<file path="config.mk">
export PLATFORM = sky130hd
export DESIGN_NAME = cfg_mem_sequencer_flat
export DESIGN_NICKNAME = d
export VERILOG_FILES = /design/src/rtl/cfg_mem_sequencer_pkg.sv /design/src/rtl/cfg_mem_sequencer_if.sv /design/src/rtl/cfg_mem_sequencer.sv /design/src/flat_wrapper.sv
export SDC_FILE = /design/constraint.sdc
export NUM_CORES = 1
export LEC_CHECK = 0
export CAP_MARGIN = 20
export CELL_PAD_IN_SITES_DETAIL_PLACEMENT = 0
export CELL_PAD_IN_SITES_GLOBAL_PLACEMENT = 1
export CORE_MARGIN = 4
export CORE_UTILIZATION = 19
export CTS_BUF_LIST = sky130_fd_sc_hd__clkbuf_8
export DETAILED_ROUTE_END_ITERATION = 16
export HOLD_SLACK_MARGIN = 0.08
export PLACE_DENSITY = 0.88
export SYNTH_ARGS = -nofsm -noshare
export SYNTH_HDL_FRONTEND = slang
export SYNTH_SLANG_ARGS = --single-unit
</file>
<file path="constraint.sdc">
create_clock -name clk -period 2.9 [get_ports clk]
set_input_delay 0.435 -clock clk [delete_from_list [all_inputs] [get_ports clk]]
set_output_delay 0.435 -clock clk [all_outputs]
set_load 0.01 [all_outputs]
</file>
<file path="src/rtl/cfg_mem_sequencer_pkg.sv">
// Shared types and sizing for the CGRA tile configuration sequencer.
package cfg_mem_sequencer_pkg;

    typedef struct packed {
        logic [5:0]  ctrl;
        logic        predicate;
        logic [11:0] fu_in;
        logic [23:0] outport;
        logic [5:0]  predicate_in;
    } CGRAConfig_6_4_6_8;

    localparam int NUM_CFG = 4;
    localparam int ADDR_W  = $clog2(NUM_CFG);
    localparam int CFG_W   = $bits(CGRAConfig_6_4_6_8);
    localparam int CNT_W   = 16;

    typedef enum logic [1:0] {
        IDLE = 2'd0,
        LOAD = 2'd1,
        RUN  = 2'd2
    } seq_state_t;

endpackage

</file>
<file path="src/rtl/cfg_mem_sequencer_if.sv">
// Config stream, register-file port and FU config output of one tile sequencer.
interface cfg_mem_sequencer_if;
    import cfg_mem_sequencer_pkg::*;

    logic [CFG_W-1:0]  recv_msg;
    logic              recv_val;
    logic              recv_rdy;
    logic [ADDR_W-1:0] rf_waddr;
    logic [CFG_W-1:0]  rf_wdata;
    logic              rf_wen;
    logic [ADDR_W-1:0] rf_raddr;
    logic [CFG_W-1:0]  rf_rdata;
    logic              advance;
    logic [CFG_W-1:0]  cfg_out;
    logic              cfg_val;

    modport master (
        input  recv_msg, recv_val, rf_rdata, advance,
        output recv_rdy, rf_waddr, rf_wdata, rf_wen, rf_raddr, cfg_out, cfg_val
    );

    modport slave (
        output recv_msg, recv_val, rf_rdata, advance,
        input  recv_rdy, rf_waddr, rf_wdata, rf_wen, rf_raddr, cfg_out, cfg_val
    );

endinterface

</file>
<file path="src/rtl/cfg_mem_sequencer.sv">
// Loads num_cfg config words into the tile register file, then replays them to the FU, one per advance.
// Latency: write lands at the handshake edge; cfg_out follows rf_rdata with zero added latency.
// Backpressure: recv_rdy only in LOAD and dropped combinationally by stop; advance gates read-pointer stepping.
module cfg_mem_sequencer
    import cfg_mem_sequencer_pkg::*;
(
    input  logic                clk,
    input  logic                reset,
    input  logic                start,
    input  logic [ADDR_W:0]     num_cfg,
    input  logic                stop,
    cfg_mem_sequencer_if.master bus,
    output logic [CNT_W-1:0]    iter_count,
    output logic                cfg_err
);

    seq_state_t        state;
    logic [ADDR_W:0]   num_q;
    logic [ADDR_W-1:0] wptr;
    logic [ADDR_W-1:0] rptr;

    logic [ADDR_W:0]   last_idx;
    logic              num_legal;
    logic              last_wr;
    logic              last_rd;
    logic              in_run;

    assign last_idx  = num_q - (ADDR_W+1)'(1);
    assign num_legal = (num_cfg != '0) && (num_cfg <= (ADDR_W+1)'(NUM_CFG));
    assign last_wr   = ({1'b0, wptr} == last_idx);
    assign last_rd   = ({1'b0, rptr} == last_idx);
    assign in_run    = (state == RUN);

    // stop must block a coincident handshake, so ready is qualified here rather than registered
    assign bus.recv_rdy = (state == LOAD) && !stop;
    assign bus.rf_wen   = bus.recv_val && bus.recv_rdy;
    assign bus.rf_waddr = wptr;
    assign bus.rf_wdata = bus.recv_msg;
    assign bus.rf_raddr = in_run ? rptr : '0;
    assign bus.cfg_out  = in_run ? bus.rf_rdata : '0;
    assign bus.cfg_val  = in_run;

    always_ff @(posedge clk or posedge reset) begin
        if (reset) begin
            state      <= IDLE;
            num_q      <= '0;
            wptr       <= '0;
            rptr       <= '0;
            iter_count <= '0;
            cfg_err    <= 1'b0;
        end else begin
            cfg_err <= 1'b0;
            case (state)
                IDLE: begin
                    if (start) begin
                        if (num_legal) begin
                            num_q <= num_cfg;
                            wptr  <= '0;
                            state <= LOAD;
                        end else begin
                            cfg_err <= 1'b1;
                        end
                    end
                end
                LOAD: begin
                    if (stop) begin
                        state <= IDLE;
                    end else if (bus.rf_wen) begin
                        wptr <= wptr + ADDR_W'(1);
                        if (last_wr) begin
                            rptr       <= '0;
                            iter_count <= '0;
                            state      <= RUN;
                        end
                    end
                end
                RUN: begin
                    if (stop) begin
                        state <= IDLE;
                    end else if (bus.advance) begin
                        if (last_rd) begin
                            rptr       <= '0;
                            iter_count <= iter_count + CNT_W'(1);
                        end else begin
                            rptr <= rptr + ADDR_W'(1);
                        end
                    end
                end
                default: state <= IDLE;
            endcase
        end
    end

endmodule
</file>
<file path="src/flat_wrapper.sv">
// flat-port wrapper written by rule: the top's interface ports become plain ports
module cfg_mem_sequencer_flat import cfg_mem_sequencer_pkg::*;
  (clk, reset, start, num_cfg, stop, iter_count, cfg_err, bus_recv_msg, bus_recv_val, bus_rf_rdata, bus_advance, bus_recv_rdy, bus_rf_waddr, bus_rf_wdata, bus_rf_wen, bus_rf_raddr, bus_cfg_out, bus_cfg_val);
  cfg_mem_sequencer_if bus_i ();
  input  logic clk;
  input  logic reset;
  input  logic start;
  input  logic [ADDR_W:0] num_cfg;
  input  logic stop;
  output logic [CNT_W-1:0] iter_count;
  output logic cfg_err;
  input wire logic [$bits(bus_i.recv_msg)-1:0] bus_recv_msg;
  input wire logic [$bits(bus_i.recv_val)-1:0] bus_recv_val;
  input wire logic [$bits(bus_i.rf_rdata)-1:0] bus_rf_rdata;
  input wire logic [$bits(bus_i.advance)-1:0] bus_advance;
  output wire logic [$bits(bus_i.recv_rdy)-1:0] bus_recv_rdy;
  output wire logic [$bits(bus_i.rf_waddr)-1:0] bus_rf_waddr;
  output wire logic [$bits(bus_i.rf_wdata)-1:0] bus_rf_wdata;
  output wire logic [$bits(bus_i.rf_wen)-1:0] bus_rf_wen;
  output wire logic [$bits(bus_i.rf_raddr)-1:0] bus_rf_raddr;
  output wire logic [$bits(bus_i.cfg_out)-1:0] bus_cfg_out;
  output wire logic [$bits(bus_i.cfg_val)-1:0] bus_cfg_val;
  assign bus_i.recv_msg = bus_recv_msg;
  assign bus_i.recv_val = bus_recv_val;
  assign bus_i.rf_rdata = bus_rf_rdata;
  assign bus_i.advance = bus_advance;
  assign bus_recv_rdy = bus_i.recv_rdy;
  assign bus_rf_waddr = bus_i.rf_waddr;
  assign bus_rf_wdata = bus_i.rf_wdata;
  assign bus_rf_wen = bus_i.rf_wen;
  assign bus_rf_raddr = bus_i.rf_raddr;
  assign bus_cfg_out = bus_i.cfg_out;
  assign bus_cfg_val = bus_i.cfg_val;
  cfg_mem_sequencer u_core (.clk(clk), .reset(reset), .start(start), .num_cfg(num_cfg), .stop(stop), .bus(bus_i), .iter_count(iter_count), .cfg_err(cfg_err));
endmodule
</file>
==> impl_metrics.env <==
export IMPL_worstSkewPairLatency_ps=270
export IMPL_seq_power_share_pct=36.9
export IMPL_placementRows=39
export IMPL_min_period_over_period_pct=84.80
export IMPL_status="complete, no violations"
export IMPL_synth_largest_type_area_fraction_pct=29.00
export IMPL_endpoint_kind="output pin"
export IMPL_most_used_standard_cell_by_instance_count_after_synthesis="sky130_fd_sc_hd__and2_1"
export IMPL_drc_errors=0
export IMPL_numCtsBuffers=3
export IMPL_cp_max_fo=56
export IMPL_rr_endpoint="u_core.iter_count[14]$_DFFE_PP0P_"
export IMPL_postCtsSetupRepairBufs=0
export IMPL_asr_flop_ratio_synth_pct=100.0
export IMPL_slowest_delay_ps=550
export IMPL_yosys_most_used_dff="sky130_fd_sc_hd__dfrtp_1"
export IMPL_clock_sinks=26
export IMPL_power_ir_vdd_worst_mv=0.1990
export IMPL_timing_worst_setup_path_type="flop to output pin"
export IMPL_netlist_top_cells_area="sky130_fd_sc_hd__dfrtp_1 29%, sky130_fd_sc_hd__buf_4 16%, sky130_fd_sc_hd__and2_1 14%"
export IMPL_cp_top_family="buffers and inverters"
export IMPL_post_synth_top_area_cell="sky130_fd_sc_hd__dfrtp_1"
export IMPL_floorplan_initialDensity_pct=19.56
export IMPL_p_per_area_nw_per_um2=404.4
export IMPL_grt_overflow_total=0
export IMPL_die_ar_sq_um=13610
export IMPL_die_height_um=116.7
export IMPL_leakagePower_uw=0.001323
export IMPL_timing_clock_skew_ps=6.227
export IMPL_timing_final_hold_violations=0
export IMPL_layout_core_utilization_pct=29.94
export IMPL_rel_slew_slack_pct=53.53
export IMPL_route_final_wire_length_um=7275
export IMPL_grt_pass1_wl_um=10400
export IMPL_cp_required_ps=2470
export IMPL_power_switching_uw=515.3
export IMPL_rsz0062_at_grt="false"
export IMPL_layout_area_overhead_vs_synth_pct=53.04
export IMPL_layout_min_cycle_time_ps=2459
export IMPL_flip_flop_and_latch_area_sq_um=650.6
export IMPL_worst_endpoint_arrival_ps=2020
export IMPL_synth_ff_latch_count=26
export IMPL_detail_route_wl_per_cell_um=14.79
export IMPL_n_fill_cell=1218
export IMPL_yosys_top_cells_count="51 x sky130_fd_sc_hd__and2_1, 49 x sky130_fd_sc_hd__buf_4, 26 x sky130_fd_sc_hd__dfrtp_1, 24 x sky130_fd_sc_hd__nand2_1, 16 x sky130_fd_sc_hd__o21ai_0"
export IMPL_first_iter_violations=155
export IMPL_synth_area_per_cell_sq_um=8.402
export IMPL_floorplan_die_width_um=116.7
export IMPL_clock_tree_htree_level_count=1
export IMPL_synthDistinctLibCells=46
export IMPL_cts_hold_fix_buffers=0
export IMPL_grt_max_degree=57
export IMPL_postCtsResizedCells=0
export IMPL_mappedNetlistNets=376
export IMPL_antenna_cells=0
export IMPL_clockBufferDepth=2
export IMPL_path_cells="nand2b_1 -> inv_2 -> buf_12 -> and2_1 -> clkdlybuf4s50_1"
export IMPL_comb_power_share_pct=45.9
export IMPL_max_frequency_mhz=406.6
export IMPL_num_io_pins=229
export IMPL_yosysSeqAreaShare_pct=29.00
export IMPL_slew_viol_final=0
export IMPL_setup_total_negative_slack_ps=0
export IMPL_cell_at_the_slowest_stage_of_the_critical_path="sky130_fd_sc_hd__clkdlybuf4s50_1"
export IMPL_worst_setup_hold_path_clk_slew_ps=90
export IMPL_nets=459
export IMPL_grtUsageTotal_pct=9.336
export IMPL_actual_slew_at_the_worst_max_slew_pin_ps=694.0
export IMPL_r2r_slack_ps=640
export IMPL_reg2regPathDepth=7
export IMPL_worstSetupStartpointType="flop"
export IMPL_crit_buf_inv=3
export IMPL_worst_hold_path_type="input port to async pin"
export IMPL_footprint_of_the_multi_input_gates_sq_um=1164
export IMPL_hold_worst_slack_ps=506.3
export IMPL_antenna_violations_before_repair=0
export IMPL_clock_tree_from_tritoncts="built"
export IMPL_power_switching_fraction_pct=37.12
export IMPL_setup_viol=0
export IMPL_via_count=2138
export IMPL_p_clk_share_pct=17.3
export IMPL_floorplan_core_area_sq_um=11470
export IMPL_firstDrtPassIters=4
export IMPL_drt_antenna_violating_nets=0
export IMPL_synth_warning_count=0
export IMPL_buffer_ports_inserted=130
export IMPL_cts_root_buffer_cell="sky130_fd_sc_hd__clkbuf_8"
export IMPL_layout_drive_gt1_share_pct=7.450
export IMPL_post_dp_hpwl_um=5903
export IMPL_synth_cells=267
export IMPL_synth_edf_count=0
export IMPL_cell_area_synth_sq_um=2243
export IMPL_place_gp_congestion=0.8021
export IMPL_p_int_uw=873.0
export IMPL_r2r_start="u_core.num_q[0]$_DFFE_PP0P_"
export IMPL_viasPerCell=4.346
export IMPL_max_cap_violations=0
export IMPL_first_global_vias=2025
-- power by group through the flow --
stage	Combinational, uW	Sequential, uW	Clock (uW)
2_1_floorplan	427	513	0
3_3_place_gp	629	516	0
3_5_place_dp	646	517	0
4_1_cts	649	510	246
5_1_grt	693	525	266
6_report	637	512	240
-- registers in the layout, summed over array words and instances (netlist names) --
register / flops
u_core.rptr: 2
u_core.num_q: 3
u_core.cfg_err: 1
u_core.bus.rf_waddr: 2
u_core.state: 2
u_core.iter_count: 16
-- layer usage --
metal  routed length [um]  global-route usage (%)  vias to the layer above  share of wire, %
met5                    0                       0                        -                 0
met4                  123                   2.294                        0               1.7
met3                  598                   2.435                       21               8.2
met2                 3511                   14.84                       98                48
met1                 3043                   12.68                      989                42
li1                     -                       -                     1030                 -
-- kinds of logic (layout without fill, tap and decap cells) --
group	count (synthesis)	after routing	synth area share, %
AND/OR/NAND/NOR	119	119	32.52
flip-flops	26	26	29.00
XOR/XNOR	6	6	3.347
multiplexers	3	3	1.450
adder cells (fa/ha/maj)	2	2	1.115
AO/OA/AOI/OAI	46	46	13.44
buffers and inverters	65	147	19.13
-- stage by stage --
step                cells  cell area (sq um)  setup WS [ps]  total power (uW)
floorplan             267               2243          818.6             940.0
global placement      488               3378          509.2              1144
detailed placement    488               3378          503.5              1163
CTS                   492               3433          405.0              1405
global route          492               3433          313.2              1484
finish                492               3433          440.8              1388
-- worst reg2reg max path, delay by kind of cell, from the launching register on --
kind                       cells  cell delay [ps]
AOI/OAI and AO/OA              1              310
xor gates and xnor gates       1              220
DFF                            1              450
and+or+nand+nor                3              820
buffers and inverters          1               70
adders and majority gates      1              350
-- worst max path at each step --
stage	cells after the start	slack [ps]	startpoint	endpoint
floorplan	7	820	u_core.num_q[0]$_DFFE_PP0P_	u_core.iter_count[9]$_DFFE_PP0P_
global placement	5	510	stop	bus_rf_wen
detailed placement	5	500	stop	bus_rf_wen
CTS	5	400	u_core.state[0]$_DFFE_PP0P_	bus_cfg_out[17]
global route	5	310	u_core.state[0]$_DFFE_PP0P_	bus_cfg_out[17]
finish	5	440	u_core.state[0]$_DFFE_PP0P_	bus_cfg_out[17]
-- area by class of cell --
class,count,share of cell area [%]
timing repair buffer,136,39.58
clock buffer,4,1.603
sequential,26,18.95
tap,143,5.211
multi-input combinational,176,33.89
inverter,7,0.7653
-- cell usage in the layout, fill, tap and decap left out, types with 2 or more instances in the layout --
cell type	count
sky130_fd_sc_hd__clkbuf_8	4
sky130_fd_sc_hd__a31oi_1	7
sky130_fd_sc_hd__xnor2_2	2
sky130_fd_sc_hd__buf_4	5
sky130_fd_sc_hd__nor4_1	2
sky130_fd_sc_hd__or3_1	2
sky130_fd_sc_hd__nor3b_2	2
sky130_fd_sc_hd__nand2_1	24
sky130_fd_sc_hd__nand3b_1	3
sky130_fd_sc_hd__dfrtp_1	26
sky130_fd_sc_hd__o21ai_0	16
sky130_fd_sc_hd__and2_1	51
sky130_fd_sc_hd__mux2_2	2
sky130_fd_sc_hd__xor2_1	2
sky130_fd_sc_hd__a41oi_1	3
sky130_fd_sc_hd__nand3_1	9
sky130_fd_sc_hd__clkdlybuf4s50_1	130
sky130_fd_sc_hd__nor2_1	10
sky130_fd_sc_hd__o211ai_1	2
sky130_fd_sc_hd__nand4_1	5
sky130_fd_sc_hd__ha_1	2
sky130_fd_sc_hd__o31ai_1	5
sky130_fd_sc_hd__a21oi_1	5
sky130_fd_sc_hd__inv_1	6
sky130_fd_sc_hd__nor4_4	2
No activity file was read; power rests on OpenSTA's default activity.
